<file path="src/rtl/riscv_ctrl_pkg.sv">
// rtl/riscv_ctrl_pkg.sv - shared encodings for the multicycle RISC-V control path
package riscv_ctrl_pkg;

   // FSM state encoding
   localparam logic [3:0] S_FETCH    = 4'd0;
   localparam logic [3:0] S_DECODE   = 4'd1;
   localparam logic [3:0] S_MEMADR   = 4'd2;
   localparam logic [3:0] S_MEMREAD  = 4'd3;
   localparam logic [3:0] S_MEMWB    = 4'd4;
   localparam logic [3:0] S_MEMWRITE = 4'd5;
   localparam logic [3:0] S_EXECUTER = 4'd6;
   localparam logic [3:0] S_EXECUTEI = 4'd7;
   localparam logic [3:0] S_ALUWB    = 4'd8;
   localparam logic [3:0] S_BEQ      = 4'd9;
   localparam logic [3:0] S_JAL      = 4'd10;
   localparam logic [3:0] S_HALT     = 4'd11;

   // Supported opcodes
   localparam logic [6:0] OP_LW    = 7'b0000011;
   localparam logic [6:0] OP_SW    = 7'b0100011;
   localparam logic [6:0] OP_RTYPE = 7'b0110011;
   localparam logic [6:0] OP_ITYPE = 7'b0010011;
   localparam logic [6:0] OP_BEQ   = 7'b1100011;
   localparam logic [6:0] OP_JAL   = 7'b1101111;

   // ALU operation class handed from the FSM to the ALU decoder
   typedef enum logic [1:0] {
      ALUOP_ADD   = 2'b00,
      ALUOP_SUB   = 2'b01,
      ALUOP_FUNCT = 2'b10
   } alu_op_e;

   // ALUControl encoding
   localparam logic [2:0] ALU_ADD = 3'b000;
   localparam logic [2:0] ALU_SUB = 3'b001;
   localparam logic [2:0] ALU_AND = 3'b010;
   localparam logic [2:0] ALU_OR  = 3'b011;
   localparam logic [2:0] ALU_SLT = 3'b101;

   // ImmSrc encoding
   localparam logic [1:0] IMM_I = 2'b00;
   localparam logic [1:0] IMM_S = 2'b01;
   localparam logic [1:0] IMM_B = 2'b10;
   localparam logic [1:0] IMM_J = 2'b11;

   // ResultSrc encoding
   localparam logic [1:0] RES_ALUOUT    = 2'b00;
   localparam logic [1:0] RES_READDATA  = 2'b01;
   localparam logic [1:0] RES_ALURESULT = 2'b10;

   // ALUSrcA / ALUSrcB encodings
   localparam logic [1:0] SRCA_PC    = 2'b00;
   localparam logic [1:0] SRCA_OLDPC = 2'b01;
   localparam logic [1:0] SRCA_RS1   = 2'b10;
   localparam logic [1:0] SRCB_RS2   = 2'b00;
   localparam logic [1:0] SRCB_IMM   = 2'b01;
   localparam logic [1:0] SRCB_FOUR  = 2'b10;

   // funct3 values the ALU decoder understands for R/I-type arithmetic
   function automatic logic funct3_supported(input logic [2:0] f3);
      return (f3 == 3'b000) || (f3 == 3'b010) || (f3 == 3'b110) || (f3 == 3'b111);
   endfunction

endpackage

</file>
<file path="src/rtl/alu_decoder.sv">
// rtl/alu_decoder.sv - combinational ALU operation decode from op class and funct fields
module alu_decoder
   import riscv_ctrl_pkg::*;
(
   input  alu_op_e    alu_op,
   input  logic [2:0] funct3,
   input  logic       funct7b5,
   input  logic       op5,
   output logic [2:0] alu_control
);

   // Fixed add/sub for address and branch work, funct3 decode for arithmetic
   always_comb begin
      alu_control = ALU_ADD;
      case (alu_op)
         ALUOP_ADD: alu_control = ALU_ADD;
         ALUOP_SUB: alu_control = ALU_SUB;
         default: begin
            case (funct3)
               // funct7b5 only selects sub for R-type; addi has imm bits there
               3'b000:  alu_control = (op5 && funct7b5) ? ALU_SUB : ALU_ADD;
               3'b010:  alu_control = ALU_SLT;
               3'b110:  alu_control = ALU_OR;
               3'b111:  alu_control = ALU_AND;
               default: alu_control = ALU_ADD;
            endcase
         end
      endcase
   end

endmodule

</file>
<file path="src/rtl/multicycle_controller.sv">
// rtl/multicycle_controller.sv - multicycle RISC-V control FSM with memory handshake
module multicycle_controller
   import riscv_ctrl_pkg::*;
#(
   parameter bit HALT_ON_ILLEGAL = 1'b1
) (
   input  logic       clk,
   input  logic       rst,
   input  logic [6:0] op,
   input  logic [2:0] funct3,
   input  logic       funct7b5,
   input  logic       Zero,
   input  logic       mem_ready,
   output logic       PCWrite,
   output logic       AdrSrc,
   output logic       MemWrite,
   output logic       IRWrite,
   output logic       RegWrite,
   output logic [1:0] ResultSrc,
   output logic [1:0] ALUSrcA,
   output logic [1:0] ALUSrcB,
   output logic [2:0] ALUControl,
   output logic [1:0] ImmSrc,
   output logic       illegal
);

   logic [3:0] state;
   logic [3:0] state_next;
   logic       illegal_q;
   logic       illegal_set;
   alu_op_e    alu_op;
   logic       pc_write_raw;
   logic       ir_write_raw;
   logic       mem_write_raw;
   logic       reg_write_raw;
   logic [3:0] illegal_dest;

   assign illegal_dest = HALT_ON_ILLEGAL ? S_HALT : S_FETCH;

   alu_decoder u_alu_decoder (
      .alu_op      (alu_op),
      .funct3      (funct3),
      .funct7b5    (funct7b5),
      .op5         (op[5]),
      .alu_control (ALUControl)
   );

   // Next-state and per-state output decode; everything not named stays 0
   always_comb begin
      state_next    = state;
      illegal_set   = 1'b0;
      alu_op        = ALUOP_ADD;
      pc_write_raw  = 1'b0;
      ir_write_raw  = 1'b0;
      mem_write_raw = 1'b0;
      reg_write_raw = 1'b0;
      AdrSrc        = 1'b0;
      ResultSrc     = RES_ALUOUT;
      ALUSrcA       = SRCA_PC;
      ALUSrcB       = SRCB_RS2;
      ImmSrc        = IMM_I;
      case (state)
         S_FETCH: begin
            ALUSrcA   = SRCA_PC;
            ALUSrcB   = SRCB_FOUR;
            ResultSrc = RES_ALURESULT;
            // Load IR and PC+4 only on the completing cycle: one increment per fetch
            ir_write_raw = mem_ready;
            pc_write_raw = mem_ready;
            if (mem_ready) state_next = S_DECODE;
         end
         S_DECODE: begin
            // Precompute the branch target into ALUOut
            ALUSrcA = SRCA_OLDPC;
            ALUSrcB = SRCB_IMM;
            ImmSrc  = IMM_B;
            case (op)
               OP_LW, OP_SW: state_next = S_MEMADR;
               OP_RTYPE:     state_next = S_EXECUTER;
               OP_ITYPE:     state_next = S_EXECUTEI;
               OP_BEQ:       state_next = S_BEQ;
               OP_JAL:       state_next = S_JAL;
               default: begin
                  illegal_set = 1'b1;
                  state_next  = illegal_dest;
               end
            endcase
         end
         S_MEMADR: begin
            ALUSrcA    = SRCA_RS1;
            ALUSrcB    = SRCB_IMM;
            ImmSrc     = (op == OP_SW) ? IMM_S : IMM_I;
            state_next = (op == OP_SW) ? S_MEMWRITE : S_MEMREAD;
         end
         S_MEMREAD: begin
            AdrSrc    = 1'b1;
            ResultSrc = RES_ALUOUT;
            if (mem_ready) state_next = S_MEMWB;
         end
         S_MEMWB: begin
            ResultSrc     = RES_READDATA;
            reg_write_raw = 1'b1;
            state_next    = S_FETCH;
         end
         S_MEMWRITE: begin
            AdrSrc        = 1'b1;
            ResultSrc     = RES_ALUOUT;
            mem_write_raw = 1'b1;
            if (mem_ready) state_next = S_FETCH;
         end
         S_EXECUTER, S_EXECUTEI: begin
            alu_op  = ALUOP_FUNCT;
            ALUSrcA = SRCA_RS1;
            ALUSrcB = (state == S_EXECUTEI) ? SRCB_IMM : SRCB_RS2;
            ImmSrc  = IMM_I;
            if (funct3_supported(funct3)) begin
               state_next = S_ALUWB;
            end else begin
               illegal_set = 1'b1;
               state_next  = illegal_dest;
            end
         end
         S_ALUWB: begin
            ResultSrc     = RES_ALUOUT;
            reg_write_raw = 1'b1;
            state_next    = S_FETCH;
         end
         S_BEQ: begin
            alu_op       = ALUOP_SUB;
            ALUSrcA      = SRCA_RS1;
            ALUSrcB      = SRCB_RS2;
            ResultSrc    = RES_ALUOUT;
            pc_write_raw = Zero;
            state_next   = S_FETCH;
         end
         S_JAL: begin
            // PC takes the target from ALUOut while the ALU forms OldPC+4 for rd
            ALUSrcA      = SRCA_OLDPC;
            ALUSrcB      = SRCB_FOUR;
            ResultSrc    = RES_ALUOUT;
            pc_write_raw = 1'b1;
            state_next   = S_ALUWB;
         end
         S_HALT: begin
            state_next = S_HALT;
         end
         default: begin
            state_next = S_FETCH;
         end
      endcase
   end

   // Enables are forced low for the whole time reset is held, not just at the edge
   assign PCWrite  = rst & pc_write_raw;
   assign IRWrite  = rst & ir_write_raw;
   assign MemWrite = rst & mem_write_raw;
   assign RegWrite = rst & reg_write_raw;
   assign illegal  = illegal_q;

   // State register and sticky illegal flag
   always_ff @(posedge clk or negedge rst) begin
      if (!rst) begin
         state     <= S_FETCH;
         illegal_q <= 1'b0;
      end else begin
         state <= state_next;
         if (illegal_set) illegal_q <= 1'b1;
      end
   end

endmodule

</file>
<file path="config.mk">
export PLATFORM = sky130hd
export DESIGN_NAME = multicycle_controller
export DESIGN_NICKNAME = d
export VERILOG_FILES = /design/src/rtl/riscv_ctrl_pkg.sv /design/src/rtl/alu_decoder.sv /design/src/rtl/multicycle_controller.sv
export SDC_FILE = /design/constraint.sdc
export NUM_CORES = 1
export LEC_CHECK = 0
export ABC_AREA = 1
export BUFFER_PORTS_ARGS = -buffer_cell sky130_fd_sc_hd__clkbuf_2
export CAP_MARGIN = 20
export CORE_ASPECT_RATIO = 1.1
export CORE_UTILIZATION = 43
export DETAILED_ROUTE_END_ITERATION = 8
export GPL_ROUTABILITY_DRIVEN = 0
export HOLD_SLACK_MARGIN = 0.1
export PLACE_DENSITY = 0.77
export SYNTH_ARGS = -nofsm -noshare
export SYNTH_HDL_FRONTEND = slang
export SYNTH_HIERARCHICAL = 1
export SYNTH_SLANG_ARGS = --single-unit
</file>
<file path="constraint.sdc">
create_clock -name clk -period 1.21 [get_ports clk]
set_input_delay 0.121 -clock clk [delete_from_list [all_inputs] [get_ports clk]]
set_output_delay 0.121 -clock clk [all_outputs]
set_load 0.02 [all_outputs]
</file>
==> results of run 1 <==
==> synthesized netlist by cell type <==
master and number:
nor2_1 21, nand2_2 3, nand2_4 1, nand3_1 5
inv_1 22, o21ai_1 2, dfrtp_1 5, o21ai_0 5
nor2_2 1, nor2_4 4, inv_2 4, a21oi_1 4
nor3_1 5, nand2_1 31, o21ai_2 1
==> timing repair <==
action	in CTS
resized for setup	41
pin swaps	8
buffers inserted	7
endpoints found under the setup margin	19
hold buffers	2
endpoints found under the hold margin	6
==> logic make-up after synthesis <==
family / Yosys count / synth area share [%]
and+or+nand+nor: 71 / 53.3
buffers and inverters: 26 / 15.9
DFF: 5 / 20.4
AOI/OAI and AO/OA: 12 / 10.4
==> stage by stage <==
step | cell area (um^2) | TNS (ns) | util (%) | hold slack [ns]
after floorplan | 638 | -0.00261 | - | -0.175
after global placement | 880 | -0.342 | 70.2 | -0.0531
after detailed placement | 880 | -0.618 | 70.2 | -0.0508
after CTS | 1120 | -4.05 | 89.4 | 0.252
==> flow_summary.json, run 1 <==
{
  "outcome": "aborted with a tool error",
  "stop_stage": "5_1_grt",
  "tool.error": "[ERROR DPL-0038] Utilization greater than 100%, impossible to legalize",
  "num_io_pins": 32,
  "seq_area_frac_synth_pct": 20.4,
  "yosysUniqueCellTypes": 15,
  "start_util_pct": 49.0,
  "cts_buffers": 3,
  "syn_nets": 129,
  "cts_num_sinks": 5,
  "dp_hpwl_mm": 1.48,
  "crit_endpoint": "ALUControl[0]",
  "fp.dieW_um": 38,
  "synth_area_leader_cell": "dfrtp_1",
  "syn_area_per_cell_um2": 5.38,
  "syn_inst": 114,
  "synth.cell_area_um2": 613,
  "yosysTopAreaCellShare_pct": 20.4,
  "die_y_um": 41.6,
  "pre_cts_ws_ns": -0.123,
  "ys_seq_elements": 5,
  "endpoint_type": "top-level output",
  "yosysWarnings": 6,
  "port_buffers": 31,
  "clockBufferDepth": 2,
  "post-place-cells": 169,
  "cts_htree_levels": 1,
  "rows": 13,
  "root_buffer": "clkbuf_4",
  "grt_max_degree": 7,
  "synth_area_leaders": "dfrtp_1 (20%), nand2_1 (19%), inv_1 (13%), nor2_1 (13%), nor2_4 (7.3%)"
}
==> run 2, diff against run 1 <==
--- a/config.mk
+++ b/config.mk
@@ -8,12 +8,11 @@
 export ABC_AREA = 1
 export BUFFER_PORTS_ARGS = -buffer_cell sky130_fd_sc_hd__clkbuf_2
 export CAP_MARGIN = 20
-export CORE_ASPECT_RATIO = 1.1
-export CORE_UTILIZATION = 43
+export CORE_AREA = 2 2 63 65
 export DETAILED_ROUTE_END_ITERATION = 8
+export DIE_AREA = 0 0 65 67
 export GPL_ROUTABILITY_DRIVEN = 0
-export HOLD_SLACK_MARGIN = 0.1
-export PLACE_DENSITY = 0.77
+export PLACE_DENSITY_LB_ADDON = 0.15
 export SYNTH_ARGS = -nofsm -noshare
 export SYNTH_HDL_FRONTEND = slang
 export SYNTH_HIERARCHICAL = 1
==> run 2 against run 1 <==
Net effect:
- the flow now finishes, with violations (negative setup slack)
- synthesized area unchanged
- synthesized cell count unchanged
==> flow_summary.json, run 2 <==
{
  "hold_violations": 0,
  "grt_usage_pct": 11.0,
  "area_delta_synth_final_pct": 129,
  "synth.cell_area_um2": 613,
  "grt_pass1_wl_mm": 3.66,
  "drt_pass1_iterations": 4,
  "power.density_nw_per_um2": 2650,
  "wl_per_cell_um": 10.8,
  "drtAntennaViolNets": 0,
  "critPathLaunch": "state[3]",
  "r2r_end": "state[0]",
  "viasPerCell": 3.93,
  "cts_htree_levels": 1,
  "synthMuxAreaShare_pct": 0,
  "synth_compound_area_share_pct": 10.4,
  "syn_nets": 129,
  "worst-path-max-fanout": 3,
  "syn_area_per_cell_um2": 5.38,
  "crit_family": "buffers and inverters",
  "synth-simple-area-share_pct": 53.3,
  "grt_pass1_vias": 883,
  "diodes": 0,
  "final_nets": 192,
  "synthAdderAreaFrac_pct": 0,
  "cpPeakStageDelay_ns": 0.40,
  "cts_buffers": 3,
  "peakVddDrop_mv": 0.869,
  "grt_max_degree": 7,
  "async_flop_share_pct": 100,
  "synth.most_common_cell": "nand2_1",
  "finClkSkew_ns": 0.000227,
  "crit_path_frequent_cell": "inv_2",
  "crit_required_ns": 1.09,
  "r2r_slack_ns": -0.22,
  "fin_util_pct": 38.9,
  "setup_viol": 21,
  "highest_layer": "met4",
  "seq_area_frac_synth_pct": 20.4,
  "setup_slack_ns": -0.339,
  "root_buffer": "clkbuf_8",
  "failed_checks": "negative setup slack",
  "fin_tns_setup_ns": -4.67,
  "wl_met3_um": 62,
  "synth_area_leaders": "dfrtp_1 (20%), nand2_1 (19%), inv_1 (13%), nor2_1 (13%), nor2_4 (7.3%)",
  "drive_gt1_share_pct": 61.4,
  "internal_power_mw": 1.99,
  "clkLatencyLatePin_ns": 0.22,
  "finalCritPeriodShare_pct": 128,
  "port_buffers": 31,
  "wl_met2_mm": 1.37,
  "core_area_um2": 3610,
  "worstMarginPinSlew_ns": 0.282,
  "synth_xor_area_share_pct": 0,
  "num_io_pins": 32,
  "p_total_mw": 3.72,
  "cp-endpoint": "PCWrite",
  "clk_pin_slew_ns": 0.03,
  "critPathKind": "reg2out",
  "yosysWarnings": 6,
  "ys_seq_elements": 5,
  "final_common_cell": "nand2_1",
  "tritoncts": "yes",
  "synth_area_leader_cell": "dfrtp_1",
  "layout_common_cells": "nand2_1 (21), inv_1 (17), buf_4 (16), buf_6 (16)",
  "min_period_ns": 1.55,
  "critPathBufInv": 4,
  "vias": 880,
  "p_leak_nw": 0.733,
  "rsz0062_at_grt": "yes",
  "drcViolationCount": 0,
  "final_max_slew_viol_count": 0,
  "grt-ovfl-total": 0,
  "synth_top_family_by_area": "simple AND/OR/NAND/NOR gates",
  "rows": 22,
  "wirelength_mm": 2.42,
  "p_switching_mw": 1.73,
  "syn_inst": 114,
  "dp_hpwl_mm": 1.73,
  "power_frac_clock_pct": 8.0,
  "max-cap-violations": 0,
  "maxSlewHeadroom_pct": 81.1,
  "synth-edff-count": 0,
  "crit_chain": "inv_2, buf_6, nor3_4, inv_2, o21ai_1, a21oi_1, nor2_2, clkbuf_8",
  "hold_depth": 2,
  "switching_share_pct": 46.6,
  "yosysUniqueCellTypes": 15,
  "die_y_um": 67,
  "top_register": "state",
  "reg2reg_depth": 10,
  "fp.dieW_um": 65,
  "outcome": "complete, but fails checks",
  "largest_reg_flops": 4,
  "cts_num_sinks": 5,
  "synthTopCellsByCount": "nand2_1 (31), inv_1 (22), nor2_1 (21)",
  "dieArea_um2": 4360,
  "seqPwrFrac_pct": 10.0,
  "fillers": 380,
  "combPwrFrac_pct": 82.0,
  "antenna_found_initial": 0,
  "crit_path_top_delay_cell": "dfrtp_1",
  "start_util_pct": 17.0,
  "critical_path_depth": 8,
  "cp-end-kind": "primary output",
  "drtIter0Drc": 11,
  "min_path_type": "in2reg",
  "ys.flop_type": "dfrtp_1",
  "clockBufferDepth": 2,
  "met1_length_um": 945,
  "r2r-start": "state[0]",
  "arrival_ns": 1.43,
  "yosysTopAreaCellShare_pct": 20.4,
  "max_freq_ghz": 0.646,
  "start_kind": "flip-flop"
}
## run 2: final cells by class
cell class | count | area, um^2 | share of cell area [%]
multi-input cells | 83 | 543 | 38.7
inverters | 26 | 105 | 7.49
clock buffers | 4 | 45.0 | 3.21
flip-flops and latches | 5 | 128 | 9.09
repair buffers | 58 | 523 | 37.3
well taps | 48 | 60.1 | 4.28
## run 2: logic make-up (layout without fill, tap and decap cells)
family | count (synthesis) | after routing
buf+inv | 26 | 88
compound gates | 12 | 12
flops | 5 | 5
simple gates | 71 | 71
## run 2: metal layers
layer	vias to the layer above	track usage, %
met5	-	0
met1	395	11.5
li1	466	-
met2	15	22.0
met4	0	3.99
met3	4	1.52
## run 2: worst min-delay path by stage
stage	slack [ns]	end	from
after floorplan	-0.17	illegal	rst
after global routing	0.11	state[2]	mem_ready
final	0.11	state[2]	mem_ready
after global placement	-0.05	state[2]	rst
after detailed placement	-0.05	state[2]	rst
after CTS	0.13	state[2]	mem_ready
## run 2: power by group through the flow
stage | clock (mW) | combinational, mW | sequential (mW)
global route | 0.326 | 3.26 | 0.379
CTS | 0.310 | 2.46 | 0.358
global placement | 0 | 1.79 | 0.332
detailed placement | 0 | 1.78 | 0.334
finish | 0.299 | 3.05 | 0.372
floorplan | 0 | 1.12 | 0.318
## run 2: timing repair
item                       CTS  global route
resized for setup           52            46
hold endpoints to repair     5             0
pin swaps                    8            13
buffers inserted             9             6
hold buffers                 1             0
setup endpoints to repair   21            21
## run 2: stage by stage
stage	setup WS [ns]	hold slack [ns]	instance area [um^2]	cells
finish	-0.339	0.110	1400	224
global placement	-0.153	-0.0468	943	205
detailed placement	-0.146	-0.0458	943	205
CTS	-0.301	0.133	1240	219
global route	-0.421	0.115	1400	224
floorplan	-0.00261	-0.175	638	114
Note: power is estimated with default switching activity, not from simulation.
==> run 3, diff against run 2 <==
--- a/config.mk
+++ b/config.mk
@@ -9,9 +9,11 @@
 export BUFFER_PORTS_ARGS = -buffer_cell sky130_fd_sc_hd__clkbuf_2
 export CAP_MARGIN = 20
 export CORE_AREA = 2 2 63 65
+export CTS_CLUSTER_SIZE = 20
 export DETAILED_ROUTE_END_ITERATION = 8
 export DIE_AREA = 0 0 65 67
 export GPL_ROUTABILITY_DRIVEN = 0
+export MAX_ROUTING_LAYER = met4
 export PLACE_DENSITY_LB_ADDON = 0.15
 export SYNTH_ARGS = -nofsm -noshare
 export SYNTH_HDL_FRONTEND = slang
==> run 3 against run 2 <==
Net effect:
- the flow still finishes with violations (negative setup slack)
- global-route usage rose by 0.29 points
- register-to-register slack barely moved
- clock skew barely moved
- non-clock buffer count did not move
- die area did not move
- sequential power barely moved
- combinational power barely moved
- critical endpoint unchanged
- highest routed layer unchanged
==> flow_summary.json, run 3 (same netlist as run 2, synthesis figures left out) <==
{
  "area_delta_synth_final_pct": 129,
  "clk_pin_slew_ns": 0.03,
  "clockBufferDepth": 2,
  "peakVddDrop_mv": 0.868,
  "min_path_type": "in2reg",
  "die_y_um": 67,
  "final_nets": 192,
  "drtIter0Drc": 14,
  "num_io_pins": 32,
  "p_leak_nw": 0.733,
  "power.density_nw_per_um2": 2650,
  "setup_slack_ns": -0.341,
  "top_usage_layer": "met2",
  "drcViolationCount": 0,
  "combPwrFrac_pct": 81.9,
  "fin_tns_setup_ns": -4.63,
  "final_common_cell": "nand2_1",
  "critPathKind": "reg2out",
  "grt_max_degree": 7,
  "layout.cells.non_filler": 224,
  "largest_reg_flops": 4,
  "viasPerCell": 3.96,
  "cp-end-kind": "primary output",
  "cts_htree_levels": 1,
  "vias": 887,
  "hold_violations": 0,
  "arrival_ns": 1.43,
  "rows": 22,
  "drtAntennaViolNets": 0,
  "grt_pass1_vias": 883,
  "failed_checks": "negative setup slack",
  "diodes": 0,
  "cts_buffers": 3,
  "maxSlewHeadroom_pct": 81.1,
  "p_switching_mw": 1.73,
  "drive_gt1_share_pct": 61.4,
  "dp_hpwl_mm": 1.73,
  "grt_use_met2_pct": 22.0,
  "grt-ovfl-total": 0,
  "cts_num_sinks": 5,
  "post-place-cells": 205,
  "setup_viol": 21,
  "wirelength_mm": 2.42,
  "layout_common_cells": "nand2_1 (21), inv_1 (17), buf_4 (16), buf_6 (16)",
  "power_frac_clock_pct": 8.0,
  "grt_usage_pct": 11.3,
  "grt_util_met1_pct": 11.5,
  "max-cap-violations": 0,
  "worstMarginPinSlew_ns": 0.282,
  "core_area_um2": 3610,
  "outcome": "complete, but fails checks",
  "start_util_pct": 17.0,
  "wl_per_cell_um": 10.8,
  "start_kind": "flip-flop",
  "clkLatencyLatePin_ns": 0.22,
  "met3_usage_pct": 1.52,
  "final_max_slew_viol_count": 0,
  "finClkSkew_ns": 0.000234,
  "fp.dieW_um": 65,
  "min_period_ns": 1.55,
  "port_buffers": 31,
  "root_buffer": "clkbuf_8",
  "top_register": "state",
  "internal_power_mw": 1.99,
  "rsz0062_at_grt": "yes",
  "tritoncts": "yes",
  "worst-path-max-fanout": 3,
  "dieArea_um2": 4360,
  "seqPwrFrac_pct": 10.0,
  "grt_pass1_wl_mm": 3.66,
  "switching_share_pct": 46.5,
  "drt_pass1_iterations": 4,
  "antenna_found_initial": 0,
  "finalCritPeriodShare_pct": 128,
  "crit_required_ns": 1.09,
  "max_freq_ghz": 0.645,
  "r2r_slack_ns": -0.22
}
==> run 3: cell counts in the layout (fill, tap and decap cells not counted) <==
Identical to the previous run, type by type.
==> run 3: area by class of cell <==
type                       instances  area (um^2)
fill                             380         2200
multi-input combinational         83          543
timing repair buffer              58          523
sequential                         5          128
inverter                          26          105
tap                               48         60.1
clock buffer                       4         45.0
==> run 3: repair_timing <==
item / CTS / global route
resized for setup: 52 / 46
pin swaps: 8 / 13
buffers inserted: 9 / 6
hold endpoints to repair: 5 / 0
hold buffers: 1 / 0
setup endpoints to repair: 21 / 21
==> run 3: path summary, 6_finish.rpt <==
path,from,to,depth (start not counted)
worst max-delay path,state[3],PCWrite,8
worst min-delay path,mem_ready,state[2],2
worst max register to register,state[0],state[0],10
worst min register to register,illegal,illegal,2
max in group asynchronous,rst,state[1],2
min in group asynchronous,rst,state[0],2
==> run 3: worst max-delay path, cell delays in order, from the launching register on <==
cell	delay (ns)
dfrtp_1	0.40
inv_2	0.09
buf_6	0.12
nor3_4	0.15
inv_2	0.05
o21ai_1	0.07
a21oi_1	0.07
nor2_2	0.11
clkbuf_8	0.15
==> run 3: power groups by stage <==
stage	clock network (mW)	logic, mW	registers, mW
after floorplan	0	1.12	0.318
after global placement	0	1.79	0.332
after detailed placement	0	1.78	0.334
after CTS	0.310	2.46	0.358
after global routing	0.326	3.26	0.379
final	0.299	3.04	0.372
==> run 3: through the flow <==
stage	util (%)	hold WS (ns)	power (mW)	setup WS, ns	area, um^2
after global placement	26.2	-0.0468	2.12	-0.153	943
final	38.9	0.110	3.71	-0.341	1400
after CTS	34.4	0.133	3.13	-0.301	1240
after detailed placement	26.2	-0.0458	2.11	-0.146	943
after global routing	38.9	0.115	3.96	-0.421	1400
after floorplan	-	-0.175	1.43	-0.00261	638
==> run 3: layer usage <==
metal,part of all wire (%),up-vias
met5,0,-
met4,1.8,0
met3,2.9,4
met2,57,17
met1,39,399
li1,-,467
==> run 4, diff against run 3 <==
--- a/config.mk
+++ b/config.mk
@@ -8,6 +8,8 @@
 export ABC_AREA = 1
 export BUFFER_PORTS_ARGS = -buffer_cell sky130_fd_sc_hd__clkbuf_2
 export CAP_MARGIN = 20
+export CELL_PAD_IN_SITES_DETAIL_PLACEMENT = 1
+export CELL_PAD_IN_SITES_GLOBAL_PLACEMENT = 1
 export CORE_AREA = 2 2 63 65
 export CTS_CLUSTER_SIZE = 20
 export DETAILED_ROUTE_END_ITERATION = 8
@@ -15,6 +17,7 @@
 export GPL_ROUTABILITY_DRIVEN = 0
 export MAX_ROUTING_LAYER = met4
 export PLACE_DENSITY_LB_ADDON = 0.15
+export RECOVER_POWER = 25
 export SYNTH_ARGS = -nofsm -noshare
 export SYNTH_HDL_FRONTEND = slang
 export SYNTH_HIERARCHICAL = 1
==> run 4 against run 3 <==
Net effect:
- the run still ends with negative setup slack left
- final cell count is 0.45% higher
- global-route usage is 2.2 points higher
- setup slack better by 0.00055 ns
- critical path type unchanged
- largest power group unchanged
==> flow_summary.json, run 4 (same netlist as run 2, synthesis figures left out) <==
{
  "min_period_ns": 1.55,
  "antenna_found_initial": 0,
  "cts_htree_levels": 1,
  "fin_util_pct": 37.2,
  "arrival_ns": 1.43,
  "core_area_um2": 3610,
  "finalCritPeriodShare_pct": 128,
  "power.density_nw_per_um2": 2660,
  "wl_per_cell_um": 12.5,
  "largest_reg_flops": 4,
  "post-place-cells": 207,
  "crit_required_ns": 1.09,
  "grt-ovfl-total": 0,
  "fillers": 459,
  "cts_buffers": 3,
  "cp-end-kind": "primary output",
  "failed_checks": "negative setup slack",
  "dp_hpwl_mm": 2.03,
  "num_io_pins": 32,
  "drtAntennaViolNets": 0,
  "hold_violations": 0,
  "grt_pass1_vias": 949,
  "drive_gt1_share_pct": 60.5,
  "combPwrFrac_pct": 80.3,
  "diodes": 0,
  "port_buffers": 31,
  "cts_num_sinks": 5,
  "root_buffer": "clkbuf_8",
  "finClkSkew_ns": 0.00153,
  "grt_max_degree": 6,
  "setup_viol": 21,
  "vias": 925,
  "pre_cts_ws_ns": -0.170,
  "critPathLaunch": "state[3]",
  "drcViolationCount": 0,
  "top_register": "state",
  "die_y_um": 67,
  "power_frac_clock_pct": 8.6,
  "switching_share_pct": 47.0,
  "min_path_type": "in2reg",
  "rsz0062_at_grt": "yes",
  "clk_pin_slew_ns": 0.03,
  "rows": 22,
  "worstMarginPinSlew_ns": 0.276,
  "wirelength_mm": 2.82,
  "p_switching_mw": 1.67,
  "drt_pass1_iterations": 2,
  "max_freq_ghz": 0.645,
  "worst-path-max-fanout": 5,
  "grt_usage_pct": 13.5,
  "tritoncts": "yes",
  "hold_start": "mem_ready",
  "grt_pass1_wl_mm": 4.26,
  "clkLatencyLatePin_ns": 0.22,
  "outcome": "complete, but fails checks",
  "fp.dieW_um": 65,
  "maxSlewHeadroom_pct": 81.5,
  "final_max_slew_viol_count": 0,
  "drtIter0Drc": 12,
  "critPathKind": "reg2out",
  "r2r-start": "state[2]",
  "internal_power_mw": 1.89,
  "viasPerCell": 4.11,
  "final_common_cell": "buf_4",
  "start_kind": "flip-flop",
  "setup_slack_ns": -0.340,
  "layout_common_cells": "buf_4 (27), nand2_1 (25), inv_1 (16)",
  "layout.cells.non_filler": 225,
  "whs_ns": 0.108,
  "p_leak_nw": 0.719,
  "dieArea_um2": 4360,
  "area_delta_synth_final_pct": 119,
  "fin_tns_setup_ns": -5.04,
  "start_util_pct": 17.0,
  "clockBufferDepth": 2,
  "peakVddDrop_mv": 1.07,
  "max-cap-violations": 0,
  "seqPwrFrac_pct": 11.1,
  "final_nets": 193
}
==> run 4: repair_timing <==
item,CTS,global route
setup buffers,8,6
hold endpoints to repair,5,0
pin swaps,11,7
hold buffers,1,0
resized for setup,58,20
setup endpoints to repair,20,21
==> run 4: final timing paths <==
path | cells after the start | endpoint | slack [ns]
worst max-delay path | 7 | ALUControl[0] | -0.34
worst min-delay path | 2 | state[2] | 0.11
worst max register to register | 10 | state[0] | -0.26
worst min register to register | 2 | illegal | 0.51
max in group asynchronous | 2 | state[2] | 0.67
min in group asynchronous | 2 | illegal | 0.32
==> run 4: area by class of cell <==
type                       instances  area [um^2]  share of cell area [%]
multi-input combinational         83          502                    37.4
inverter                          26          108                    8.03
tap                               48         60.1                    4.48
clock buffer                       4         45.0                    3.36
timing repair buffer              59          497                    37.1
sequential                         5          129                    9.62
==> run 4: critical path: stages, from the launching register on <==
cell and delay [ns]:
dfrtp_1 0.41, inv_2 0.13, nand2_4 0.08, nor2_4 0.20, inv_2 0.05, a21oi_2 0.12, a21oi_2 0.07, clkbuf_8 0.15
==> run 4: through the flow <==
stage	total power, mW	instance area [um^2]
5_1_grt	3.82	1340
6_report	3.56	1340
3_5_place_dp	2.21	958
3_3_place_gp	2.19	958
4_1_cts	3.25	1250
2_1_floorplan	1.43	638
==> run 4: per-layer routing <==
metal / wire length, um / GRT usage, %
met5: 0 / -
met4: 24 / 3.99
met3: 90 / 2.03
met2: 1550 / 25.1
met1: 1160 / 14.8
==> run 4: power by group through the flow <==
stage               registers, mW  clock network (mW)  logic, mW
floorplan                   0.318                   0       1.12
global placement            0.328                   0       1.87
detailed placement          0.334                   0       1.87
CTS                         0.385               0.316       2.54
global route                0.411               0.326       3.08
finish                      0.397               0.306       2.86
